### src/rtl/ex_hazard_ctrl.sv
// Execute-stage hazard controller: operand forwarding, load-use stall, branch flush, mul/div sequencing.
// Optional saturating performance counters are built when HAZARD_PERF_EN is defined.
module ex_hazard_ctrl #(
   parameter int unsigned MD_LATENCY = 4,
   parameter int unsigned PERF_W     = 32
) (
   input  logic              clk,
   input  logic              rst_n,
   input  logic [4:0]        rs1_D,
   input  logic [4:0]        rs2_D,
   input  logic [4:0]        rs1_E,
   input  logic [4:0]        rs2_E,
   input  logic [4:0]        rd_E,
   input  logic              MemtoReg_E,
   input  logic              MulDiv_E,
   input  logic              PCSrc_E,
   input  logic [4:0]        rd_M,
   input  logic              RegWrite_M,
   input  logic [4:0]        rd_W,
   input  logic              RegWrite_W,
   output logic [1:0]        ForwardA_E,
   output logic [1:0]        ForwardB_E,
   output logic              Stall_F,
   output logic              Stall_D,
   output logic              Stall_E,
   output logic              Flush_D,
   output logic              Flush_E,
   output logic              Flush_M,
   output logic              md_busy,
   output logic [PERF_W-1:0] perf_lw_cnt,
   output logic [PERF_W-1:0] perf_md_cnt,
   output logic [PERF_W-1:0] perf_flush_cnt
);

   localparam int unsigned CNT_W = 4;

   typedef enum logic {
      S_IDLE = 1'b0,
      S_BUSY = 1'b1
   } state_t;

   state_t           r_state;
   state_t           w_state_nxt;
   logic [CNT_W-1:0] r_cnt;
   logic [CNT_W-1:0] w_cnt_nxt;
   logic             w_lw_haz;
   logic             w_lw_stall;
   logic             w_md_stall;
   logic             w_br_flush;
   logic [1:0]       w_fwd_a;
   logic [1:0]       w_fwd_b;

   // M-stage result takes priority over W; x0 is never forwarded
   always_comb begin
      w_fwd_a = 2'b00;
      w_fwd_b = 2'b00;
      if (RegWrite_M && (rd_M != 5'd0) && (rd_M == rs1_E))
         w_fwd_a = 2'b10;
      else if (RegWrite_W && (rd_W != 5'd0) && (rd_W == rs1_E))
         w_fwd_a = 2'b01;
      if (RegWrite_M && (rd_M != 5'd0) && (rd_M == rs2_E))
         w_fwd_b = 2'b10;
      else if (RegWrite_W && (rd_W != 5'd0) && (rd_W == rs2_E))
         w_fwd_b = 2'b01;
   end

   assign w_lw_haz = MemtoReg_E && (rd_E != 5'd0) && ((rd_E == rs1_D) || (rd_E == rs2_D));

   // Sequencer next state; branch beats mul/div beats load-use, and BUSY ignores all three
   always_comb begin
      w_state_nxt = r_state;
      w_cnt_nxt   = r_cnt;
      w_lw_stall  = 1'b0;
      w_md_stall  = 1'b0;
      w_br_flush  = 1'b0;
      case (r_state)
         S_IDLE: begin
            if (PCSrc_E) begin
               w_br_flush = 1'b1;
            end else if (MulDiv_E) begin
               w_md_stall  = 1'b1;
               w_cnt_nxt   = CNT_W'(MD_LATENCY - 2);
               w_state_nxt = S_BUSY;
            end else if (w_lw_haz) begin
               w_lw_stall = 1'b1;
            end
         end
         S_BUSY: begin
            if (r_cnt != '0) begin
               w_md_stall = 1'b1;
               w_cnt_nxt  = r_cnt - CNT_W'(1);
            end else begin
               w_state_nxt = S_IDLE;
            end
         end
         default: begin
            w_state_nxt = S_IDLE;
            w_cnt_nxt   = '0;
         end
      endcase
   end

   always_ff @(posedge clk or negedge rst_n) begin
      if (!rst_n) begin
         r_state <= S_IDLE;
         r_cnt   <= '0;
      end else begin
         r_state <= w_state_nxt;
         r_cnt   <= w_cnt_nxt;
      end
   end

   // Controls are zero-latency; gating with rst_n drops them the moment reset asserts
   assign ForwardA_E = rst_n ? w_fwd_a : 2'b00;
   assign ForwardB_E = rst_n ? w_fwd_b : 2'b00;
   assign Stall_F    = rst_n & (w_md_stall | w_lw_stall);
   assign Stall_D    = rst_n & (w_md_stall | w_lw_stall);
   assign Stall_E    = rst_n & w_md_stall;
   assign Flush_D    = rst_n & w_br_flush;
   assign Flush_E    = rst_n & (w_br_flush | w_lw_stall);
   assign Flush_M    = rst_n & w_md_stall;
   assign md_busy    = rst_n & (r_state == S_BUSY);

`ifdef HAZARD_PERF_EN
   logic [PERF_W-1:0] r_perf_lw;
   logic [PERF_W-1:0] r_perf_md;
   logic [PERF_W-1:0] r_perf_fl;

   // Saturating event counters, one increment per qualifying cycle
   always_ff @(posedge clk or negedge rst_n) begin
      if (!rst_n) begin
         r_perf_lw <= '0;
         r_perf_md <= '0;
         r_perf_fl <= '0;
      end else begin
         if (w_lw_stall && (r_perf_lw != '1))
            r_perf_lw <= r_perf_lw + PERF_W'(1);
         if (w_md_stall && (r_perf_md != '1))
            r_perf_md <= r_perf_md + PERF_W'(1);
         if (w_br_flush && (r_perf_fl != '1))
            r_perf_fl <= r_perf_fl + PERF_W'(1);
      end
   end

   assign perf_lw_cnt    = r_perf_lw;
   assign perf_md_cnt    = r_perf_md;
   assign perf_flush_cnt = r_perf_fl;
`else
   assign perf_lw_cnt    = '0;
   assign perf_md_cnt    = '0;
   assign perf_flush_cnt = '0;
`endif

endmodule

### config.mk
export PLATFORM = sky130hd
export DESIGN_NAME = ex_hazard_ctrl
export DESIGN_NICKNAME = d
export VERILOG_FILES = /design/src/rtl/ex_hazard_ctrl.sv
export SDC_FILE = /design/constraint.sdc
export NUM_CORES = 1
export LEC_CHECK = 0
export CORE_UTILIZATION = 27
export DETAILED_ROUTE_END_ITERATION = 10
export GPL_ROUTABILITY_DRIVEN = 0
export PLACE_DENSITY = 0.77
export SYNTH_ARGS = -nofsm -noshare
export SYNTH_HDL_FRONTEND = slang
export SYNTH_SLANG_ARGS = --single-unit
### constraint.sdc
create_clock -name clk -period 2.6 [get_ports clk]
set_clock_uncertainty 0.2 [all_clocks]
set_input_delay 0.78 -clock clk [delete_from_list [all_inputs] [get_ports clk]]
set_output_delay 0.78 -clock clk [all_outputs]
set_load 0.01 [all_outputs]
## Yosys cells after proc, flatten, opt, wreduce, memory -nomap -nowiden

Index checks and enable logic that the tools add are counted.

| operators by class | value |
|---|---|
| reductions and logical operators | 14 |
| bitwise operators | 8 |
| equality and inequality tests | 9 |
| mux-type cells | 20 |
| add/subtract/negate cells | 1 |

Operator list:

| cell | count |
|---|---|
| equality test 5 bit | 6 |
| nonzero test 5 bit | 3 |
| two-way mux 4 bit | 3 |
| two-way mux 1 bit | 11 |
| logical AND 1 bit | 8 |
| two-way mux 2 bit | 4 |
| one-hot mux 4 bit (2 select lines) | 1 |
| bitwise AND 1 bit | 5 |
| inequality test 2 bit (second input constant) | 2 |
| nonzero test 4 bit | 1 |
| subtractor 4 x 1 -> 4 bit (second input constant) | 1 |
| AND reduction 3 bit | 1 |
| inequality test 2 x 1 -> 1 bit (second input constant) | 1 |
| OR 1 bit | 2 |
| one-hot mux 1 bit (2 select lines) | 1 |
| logical OR 1 bit | 1 |
| inverter 1 bit | 1 |

| storage, ports and cells | value |
|---|---|
| input port bits | 42 |
| word-level logic and storage cells | 54 |
| bits in registers | 5 |
| output and inout bits | 107 |

## Logic depth before layout (Yosys ltp)

| depth | value |
|---|---|
| depth after elaboration | 9 |
| depth in mapped cells | 7 |

## Worst setup path after synthesis

OpenSTA, ideal clock, no wires.

| path | value |
|---|---|
| kind | input to output |
| start point | input rd_M[1] |
| end point | output ForwardA_E[0] |
| stages | 4 |
| arrival | 1.864 ns |
| path buffers | 0 |
| slack | -0.244 ns |
| cell sequence | or4_4 -> o21ai_2 -> nor4_1 -> nor4_2 |

| on the way | value |
|---|---|
| longest elaborated chain between the ends | 5 |
| elaborated cells between the ends (all ways) | 6 |
| those cells by class | 1 x eq/ne; 2 x mux; 3 x reduce/logical |

RTL lines:

| what | line | source |
|---|---|---|
| start, declared | 17 | `input logic [4:0] rd_M,` |
| nonzero test 5 bit | 57 | `if (RegWrite_M && (rd_M != 5'd0) && (rd_M == rs1_E))` |
| logical AND 1 bit | 57 |  |
| logical AND 1 bit * | 57 |  |
| two-way mux 2 bit * | 57 |  |
| two-way mux 2 bit * | 114 | `assign ForwardA_E = rst_n ? w_fwd_a : 2'b00;` |
| end, declared | 21 | `output logic [1:0] ForwardA_E,` |

Mark *: on every way between the ends. The rest lies on a longest branch, timed or not.

## Worst setup path after layout

| path | value |
|---|---|
| start point | input rd_W[3] |
| end point | output ForwardB_E[0] |

| on the way | value |
|---|---|
| longest elaborated chain between the ends | 6 |
| elaborated cells between the ends (all ways) | 7 |
| those cells by class | 1 x eq/ne; 3 x mux; 3 x reduce/logical |

RTL lines:

| what | line | source |
|---|---|---|
| start, declared | 19 | `input logic [4:0] rd_W,` |
| nonzero test 5 bit | 63 | `else if (RegWrite_W && (rd_W != 5'd0) && (rd_W == rs2_E))` |
| logical AND 1 bit | 63 |  |
| logical AND 1 bit * | 63 |  |
| two-way mux 1 bit * | 63 |  |
| two-way mux 2 bit * | 61 | `if (RegWrite_M && (rd_M != 5'd0) && (rd_M == rs2_E))` |
| two-way mux 2 bit * | 115 | `assign ForwardB_E = rst_n ? w_fwd_b : 2'b00;` |
| end, declared | 22 | `output logic [1:0] ForwardB_E,` |

Marked as above.

==> results.toml <==
[run_status]
outcome = "complete, but fails checks"
violations = "setup timing"

[flow_run]
cap_violations = 0

[clock_tree]
clk_latency_ps = 230
numCtsBuffers = 3
cts_buffer_depth = 2
root_buffer = "clkbuf_8"
cts_hold_buf = 0
cts_max_level = 1
cts.reportedPaths.clkPinSlew_ps = 30
cts_tree = "done"
clock-sinks = 5

[layout]
fin_nets = 313
final_cells = 338
fill_cells = 537
finalInstanceArea_um2 = 2100
drive_above_1_share = 0.362
fin_util = 0.408
insertedDiodeCount = 0
syn2layout_area_growth_pct = 45.4

[global_routing]
gr-total-overflow = 0
grt_pass1_wl_um = 4630
grt_pass1_vias = 1061
grt_max_degree = 12
grt_antenna_before_repair = 0
grt_use_total = 0.111

[logic_synthesis]
synthXorXnorAreaFrac = 0.194
synth_fa_ha_area_frac = 0.0173
synthMuxAreaShare = 0
synth.yosys.seq_area_share = 0.0867
synth_top_family_by_area = "buffers and inverters"
synth_edf_count = 0
syn-cell-area_um2 = 1440
synth_area_per_cell_um2 = 8.01
synth_seq_cells = 5
synth_compound_area_frac = 0.0434
synthFlopType = "dfrtp_1"
syn_inst = 180
ys_warn_count = 0
yosys.area_share.simple = 0.141
async_flop_share = 1.00
ys_types = 27

[power_and_ir_drop]
irDropWorstVdd_v = 0.000347
power.internal_mw = 0.585
p_leak_nw = 1.12
power_density_nw_per_um2 = 474
sequentialPowerShare = 0.155
p_clk_frac = 0.147
power_mw = 0.995
combPwrFrac = 0.697
switching_share = 0.412
power_switching_mw = 0.410

[worst_hold_path]
hp-class = "flip-flop to flip-flop"
hp-start = "r_cnt[3]"
min_path_cells = 2
whs_endpoint = "r_cnt[3]"

[floorplan]
pin_count = 149
die_w_um = 75.1
floorplan.rows = 26
initial_core_util = 0.281
core_area_um2 = 5140
die_y_um = 75.1
die_area_um2 = 5640

[critical_path]
r2r_cells = 7
critPathMaxFanout = 3
r2r_slack_ps = 830
critical_path_class = "primary input to primary output"
startpoint_type = "primary input"
r2r-end = "r_cnt[2]"
r2r_start = "r_cnt[0]"
endpoint_kind = "primary output"
cp.required_ps = 1620
worstPathArrival_ps = 2030

[placed_design]
io_buffers = 52
placed_cells = 323
dpl_cell_area_um2 = 1910
dp_hpwl_um = 2660

[route]
avgRoutedWirePerCell_um = 9.59
routed_via_density = 3.50
via_count = 1183
route.detailed.drc = 0
first_pass_iters = 4
ant_nets = 0
routed_wirelength_um = 3240
drt_iter0_drc = 13

[sta]
finalCritPeriodShare = 1.16
period_needed_ps = 3010
clock.fmax_ghz = 0.333
finalSetupViolCount = 7
rsz0062_at_grt = "true"
hold_viol_final = 0
setup_ws_ps = -406
drv_slew = 0
## final cells by class
cell class / count / area [um2] / area share
Multi-Input combinational cell: 170 / 1110 / 0.530
Tap cell: 70 / 87.6 / 0.0417
Sequential cell: 5 / 125 / 0.0596
Timing Repair Buffer: 87 / 722 / 0.344
Inverter: 2 / 7.51 / 0.00358
Clock buffer: 4 / 45.0 / 0.0215
## power groups by stage
stage               clock network (mW)  registers, mW  logic [mW]
CTS                              0.149          0.153       0.654
finish                           0.147          0.154       0.694
floorplan                            0          0.147       0.386
global placement                     0          0.140       0.556
global route                     0.156          0.160       0.762
detailed placement                   0          0.143       0.564
## logic make-up (layout without fill, tap and decap cells)
family / count (synthesis) / count (layout)
AOI/OAI and AO/OA: 9 / 9
xor gates and xnor gates: 32 / 32
adders and majority gates: 2 / 2
buffers and inverters: 100 / 93
DFF: 5 / 5
other: 1 / 96
and+or+nand+nor: 31 / 31
## registers in the layout, summed over array words and instances (netlist names)
register,flops
r_cnt,4
r_state,1
## repair_timing
item,CTS,global route
gates resized for setup,151,37
pin swaps,21,22
setup buffers,7,5
endpoints found under the setup margin,11,10
## metal layers
metal,vias up,global-route usage,part of all wire,wire [um]
li1,563,-,-,-
met1,539,0.0939,0.32,1030
met2,74,0.241,0.58,1880
met3,7,0.0147,0.077,249
met4,0,0.0587,0.023,76
met5,-,0,0,0
## critical path, stage by stage
cell and delay, ps:
buf_4 100, or4_4 110, o211ai_1 90, or4_4 520, nor4_4 260, buf_2 160
## synth_stat cells (2+ instances only)
cell type | instances | area [um2]
xor2_1 | 26 | 228
o21ai_0 | 3 | 15.0
nor3_1 | 3 | 15.0
ha_1 | 2 | 25.0
xnor2_1 | 6 | 52.6
and2_1 | 4 | 25.0
dfrtp_1 | 5 | 125
nand3_1 | 5 | 25.0
o211ai_1 | 2 | 15.0
nor4_2 | 2 | 25.0
nor4_1 | 2 | 12.5
nor2_1 | 4 | 15.0
buf_4 | 98 | 736
inv_1 | 2 | 7.51
or4_1 | 4 | 30.0
## per-stage QoR
stage / worst slack (ps) / setup TNS, ps / hold slack [ps]
after global routing: -457 / -2950 / 407
after CTS: -556 / -2990 / 359
after global placement: -1220 / -10810 / 333
after floorplan: -160 / -691 / 284
final: -406 / -2580 / 351
after detailed placement: -1220 / -11020 / 344
## cells in the final DEF, fill, tap and decap left out, types with 2 or more instances in the layout
cell type / instances
conb_1: 96
buf_4: 35
xor2_1: 24
buf_2: 13
buf_6: 12
dlygate4sd2_1: 7
xnor2_1: 6
clkbuf_2: 6
or4_4: 5
nand3_1: 5
clkdlybuf4s50_1: 5
dlymetal6s2s_1: 5
dfrtp_1: 5
nor4_4: 4
nor2_1: 4
o21ai_0: 3
clkbuf_8: 3
inv_2: 2
xor2_2: 2
o211ai_1: 2
and2_1: 2
and2_4: 2
nor3_2: 2
clkdlybuf4s15_1: 2
## worst max path at each step
stage	from	to	slack [ps]	cells after the start
after global routing	rd_W[3]	ForwardB_E[0]	-460	6
after CTS	rd_M[3]	ForwardB_E[0]	-560	7
after detailed placement	rd_W[3]	ForwardB_E[0]	-1220	5
after floorplan	rd_W[1]	ForwardA_E[0]	-160	3
final	rd_W[3]	ForwardB_E[0]	-410	6
after global placement	rd_W[4]	ForwardB_E[0]	-1220	6
No activity file was read; power rests on OpenSTA's default activity.
